### src/rtl/lsu_ready_tracker.sv
// Issue-side readiness of the load/store unit: one outstanding load plus a FIFO store queue.
// Build macro LSU_STORE_FWD_EN: a load hitting a queued store is forwarded rather than stalled.
module lsu_ready_tracker #(
  parameter int unsigned STQ_DEPTH = 4,
  parameter int unsigned OFFSET_W  = 12
) (
  input  logic        clk_i,
  input  logic        rst_i,
  input  logic [31:0] instr_i,
  input  logic        is_load_i,
  input  logic        instr_valid_i,
  input  logic        store_mem_resp_i,
  input  logic        load_mem_resp_i,
  output logic        ready_o
);

  localparam int unsigned PTR_W = $clog2(STQ_DEPTH);
  localparam int unsigned CNT_W = PTR_W + 1;

  typedef enum logic [1:0] {
    IDLE       = 2'd0,
    WAIT_STORE = 2'd1,
    ISSUED     = 2'd2
  } load_state_e;

  load_state_e         state_q, state_d;
  logic [OFFSET_W-1:0] stq_data [STQ_DEPTH];
  logic [STQ_DEPTH-1:0] stq_valid;
  logic [PTR_W-1:0]    head_q, tail_q;
  logic [CNT_W-1:0]    count_q;
  logic [OFFSET_W-1:0] offset;
  logic                fire, push, pop, issue_match;
  logic                unused_instr;

  assign offset       = instr_i[OFFSET_W-1:0];
  assign unused_instr = ^instr_i[31:OFFSET_W];
  assign fire         = instr_valid_i & ready_o;
  assign push         = fire & ~is_load_i;
  assign pop          = store_mem_resp_i & (count_q != '0);

  // Hazard check against the queue as it stood before this cycle's pop.
  always_comb begin
    // NOTE: default first so no path leaves the variable unassigned (no latch).
    issue_match = 1'b0;
    for (int i = 0; i < int'(STQ_DEPTH); i++)
      if (stq_valid[i] && stq_data[i] == offset) issue_match = 1'b1;
  end

`ifndef LSU_STORE_FWD_EN
  logic [OFFSET_W-1:0] wait_offset_q;
  logic                wait_match;

  always_comb begin
    wait_match = 1'b0;
    for (int i = 0; i < int'(STQ_DEPTH); i++)
      if (stq_valid[i] && stq_data[i] == wait_offset_q) wait_match = 1'b1;
  end

  always_ff @(posedge clk_i or posedge rst_i) begin
    if (rst_i)                                   wait_offset_q <= '0;
    else if (state_q == IDLE && fire && is_load_i) wait_offset_q <= offset;
  end
`endif

  // NOTE: sequential state uses non-blocking assignments so every flop samples pre-edge values.
  always_ff @(posedge clk_i or posedge rst_i) begin
    if (rst_i) state_q <= IDLE;
    else       state_q <= state_d;
  end

  always_comb begin
    state_d = state_q;
    unique case (state_q)
      IDLE: begin
        if (fire && is_load_i) begin
`ifdef LSU_STORE_FWD_EN
          state_d = issue_match ? IDLE : ISSUED;
`else
          state_d = issue_match ? WAIT_STORE : ISSUED;
`endif
        end
      end
      WAIT_STORE: begin
`ifndef LSU_STORE_FWD_EN
        if (!wait_match) state_d = ISSUED;
`endif
      end
      ISSUED:  if (load_mem_resp_i) state_d = IDLE;
      default: state_d = IDLE;
    endcase
  end

  always_comb begin
    ready_o = (state_q == IDLE) && (count_q < CNT_W'(STQ_DEPTH));
  end

  always_ff @(posedge clk_i or posedge rst_i) begin
    if (rst_i) begin
      head_q    <= '0;
      tail_q    <= '0;
      count_q   <= '0;
      stq_valid <= '0;
    end else begin
      if (pop) begin
        stq_valid[head_q] <= 1'b0;
        head_q            <= head_q + PTR_W'(1);
      end
      if (push) begin
        stq_valid[tail_q] <= 1'b1;
        tail_q            <= tail_q + PTR_W'(1);
      end
      if (push && !pop)      count_q <= count_q + CNT_W'(1);
      else if (pop && !push) count_q <= count_q - CNT_W'(1);
    end
  end

  // NOTE: payload storage is not reset; the reset valid bits make stale contents invisible.
  always_ff @(posedge clk_i) begin
    if (push) stq_data[tail_q] <= offset;
  end

endmodule

### config.mk
export PLATFORM = sky130hd
export DESIGN_NAME = lsu_ready_tracker
export DESIGN_NICKNAME = d
export VERILOG_FILES = /design/src/rtl/lsu_ready_tracker.sv
export SDC_FILE = /design/constraint.sdc
export NUM_CORES = 1
export LEC_CHECK = 0
export ABC_CLOCK_PERIOD_IN_PS = 2400
export CAP_MARGIN = 10
export CORE_ASPECT_RATIO = 2
export CORE_MARGIN = 2
export CORE_UTILIZATION = 54
export CTS_BUF_LIST = sky130_fd_sc_hd__clkbuf_16
export DETAILED_ROUTE_END_ITERATION = 8
export PLACE_DENSITY_LB_ADDON = 0.25
export RECOVER_POWER = 100
export SYNTH_ARGS = -nofsm -noshare
export SYNTH_HDL_FRONTEND = slang
export SYNTH_SLANG_ARGS = --single-unit
export TNS_END_PERCENT = 10
### constraint.sdc
create_clock -name clk_i -period 2.4 [get_ports clk_i]
set_input_delay 0.36 -clock clk_i [delete_from_list [all_inputs] [get_ports clk_i]]
set_output_delay 0.36 -clock clk_i [all_outputs]
set_load 0.1 [all_outputs]
==> summary.md <==
| Metric | Value |
|---|---|
| Commonest cells after routing, fill and taps aside | xnor2_1 (99), edfxtp_1 (48), dfrtp_1 (25) |
| IO Pins | 39 |
| Sequential fraction of the synthesis area | 53.8% |
| Final Power | 4.35 mW |
| Most common cell after layout, fill and taps aside | xnor2_1 |
| Worst setup SP type | input pin |
| Die span in y | 123 um |
| CTS tree | built |
| Residual DRC | 0 |
| Skew-Pair Late Insertion Delay | 0.33 ns |
| Grt total ovfl | 0 |
| Drt first pass iters | 4 |
| Most frequent CP cell | nor4_1 |
| Syn avg cell area | 12.8 um^2 |
| Max clock buf depth | 2 |
| Cell count of the worst reg-to-reg path | 9 |
| H-tree Lvls | 3 |
| Vias in the first global route | 2,307 |
| 1st-iter DRT viols | 145 |
| Final Core Density | 62.5% |
| Most area-hungry cell type in the Yosys netlist | edfxtp_1 |
| Clock Skews | 0.00594 ns |
| Placed cell count | 396 |
| Initial antenna violation count | 0 |
| Required @ worst endpoint | 2.62 ns |
| CTS Sinks | 73 |
| F_max | 0.454 GHz |
| Critical Path Stages | 8 |
| Netlist Area Pre-Place | 0.00384 mm^2 |
| Yosys top cell area share | 37.5% |
| WL per Instance | 19.1 um |
| Failing checks | capacitance limit, slew limit |
| Synthesized instance count | 300 |
| Core area | 0.00689 mm^2 |
| Critical path peak fanout | 7 |
| #FFs+latches synth | 73 |
| Pwr/cell area | 1010 mW/mm^2 |
| Share of cells above drive strength 1 | 11.5% |
| CP Cell Sequence | dlygate4sd3_1, buf_4, xnor2_1, nand4_1, nor4_1, nor4_1, nor2b_1, a211o_1 |
| CP arrival | 2.42 ns |
| Crit-path max cell delay | 0.58 ns |
| Hold_ws | 0.515 ns |
| Top cells by area, synth | edfxtp_1 (38%), xnor2_1 (23%), dfrtp_1 (16%) |
| Hpwl dp | 5870 um |
| Count of final hold-check violations | 0 |
| Largest net degree at the start of global routing | 26 |
| First-pass GRT wire length | 12,500 um |
| Root Buffer Master | clkbuf_16 |
| Synthesis-to-finish area growth | 12.1% |
| Tmin final | 2.20 ns |
| Pleak | 1.50 nW |
| Slew margin rel. | -1.72% |
| Initial core utilization | 55.8% |
| Final period util | 91.7% |
| Port bufs | 18 |
| Max-cap viol count | 1 |
| Buf+Inv Stages, Crit Path | 2 |
| Post-synth cell types | 30 |
| Worst-margin pin slew | 1.53 ns |
| Vias | 2,182 |
| Detailed-route wire length | 7880 um |
| Final Max Slew Viols | 26 |
| Routed Antenna Nets | 0 |
| Crit-path leading delay family | simple AND/OR/NAND/NOR gates |
| Clk slew on worst S/H paths | 0.05 ns |
| Antenna Cells | 0 |
| CP Capture Type | flip-flop |
| Synth warnings | 0 |
| Horiz. Die Dim | 63.6 um |
| GRT Util Overall | 22.7% |
| RD Place Congestion | 0.919 |
| Cts repair resizes | 0 |
| Finished Layout Cells | 412 |
| Status | complete, but fails checks |
| CP Class | input pin to flip-flop |
| Syn_nets | 348 |
| RSZ-0062 raised after global routing | no |
| Crit-path slowest cell | dlygate4sd3_1 |
| Cell row count | 43 |
| Post-CTS setup buffer count | 0 |
| Number of hold buffers added after cts | 0 |
| Vias/cell | 5.30 |
| Tightest Hold Check Type | flip-flop to flip-flop |
| Die ar. | 0.00784 mm^2 |
| Setup violators final | 0 |
| CTS Buf Count | 9 |
| Worst vdd ir | 0.733 mV |
| Nets | 365 |
| Worst Hold Depth | 1 |
[per-layer routing]
| layer | up-vias | global-route usage, % | share of wire (%) |
|---|---|---|---|
| met4 | 0 | 14.1 | 4.4 |
| met5 | - | 0 | 0 |
| met2 | 44 | 39.5 | 55 |
| met1 | 1067 | 24.7 | 38 |
| met3 | 17 | 5.37 | 2.5 |
| li1 | 1054 | - | - |
[cell type report]
cell class | count | area (um^2)
inverter | 7 | 26.3
fill | 582 | 2580
clock inverter | 7 | 27.5
tap | 90 | 113
clock buffer | 9 | 225
sequential | 73 | 2070
timing repair buffer | 32 | 254
multi-input combinational | 194 | 1590
[path summary, 6_finish.rpt]
path | startpoint | endpoint | slack (ns)
max in group asynchronous | rst_i | wait_offset_q[9] | 0.52
min in group asynchronous | rst_i | wait_offset_q[0] | 0.99
min | stq_valid[2] | stq_valid[2] | 0.51
min reg2reg | stq_valid[2] | stq_valid[2] | 0.51
max reg2reg | count_q[2] | count_q[2] | 0.28
max | instr_i[4] | state_q[1] | 0.20
[cell families after synthesis]
| kind of cell | count (synthesis) | synth area share (%) |
|---|---|---|
| XOR/XNOR | 101 | 23.0 |
| flip-flops | 73 | 53.8 |
| AND/OR/NAND/NOR | 61 | 8.79 |
| buffers and inverters | 33 | 5.37 |
| multiplexers | 13 | 3.81 |
| adder cells (fa/ha/maj) | 10 | 3.45 |
| AO/OA/AOI/OAI | 9 | 1.73 |
[synth_stat cells]
library cell  instances
xor2_1                2
mux2_2               10
nand3_2               1
fa_1                  1
a21o_1                4
buf_2                12
mux2_1                3
a211o_1               1
nand4_1              16
nor3b_1               1
clkbuf_1              1
and2_1                4
nor2b_1               1
buf_6                 5
nand2_1              15
nand3_1               8
nor2_2                2
a2bb2oi_1             1
o21ai_0               2
buf_4                 8
nor3_1                1
ha_1                  9
dfrtp_1              25
edfxtp_1             48
nor4_1                9
nor2_1                2
or4_4                 1
xnor2_1              99
o31a_1                1
inv_1                 7
[worst register-to-register path: stages (launching register included)]
cell and delay, ns:
dfrtp_1 0.42, nor3_4 0.26, nand2_2 0.06, nor2_1 0.27
ha_4 0.20, inv_2 0.03, fa_1 0.36, xor2_1 0.15
nor2_1 0.13, xor2_1 0.15
[sequential cells by signal, summed over array words and instances, names as in the netlist]
register / count
tail_q: 2
state_q: 2
stq_data: 48
count_q: 3
stq_valid: 4
head_q: 2
wait_offset_q: 12
[stage by stage]
stage | setup slack, ns | TNS, ns | cell area, um^2
5_1_grt | 0.120 | 0 | 4310
6_report | 0.199 | 0 | 4310
2_1_floorplan | -0.228 | -1.06 | 3880
3_3_place_gp | 0.00536 | 0 | 4100
4_1_cts | 0.281 | 0 | 4350
3_5_place_dp | -0.0591 | -0.0591 | 4100
[report_power, final]
part           switching, mW  internal (mW)
Sequential             0.359           1.60
Combinational          0.619          0.634
Clock                  0.458          0.673
Note: power is estimated with default switching activity, not from simulation.
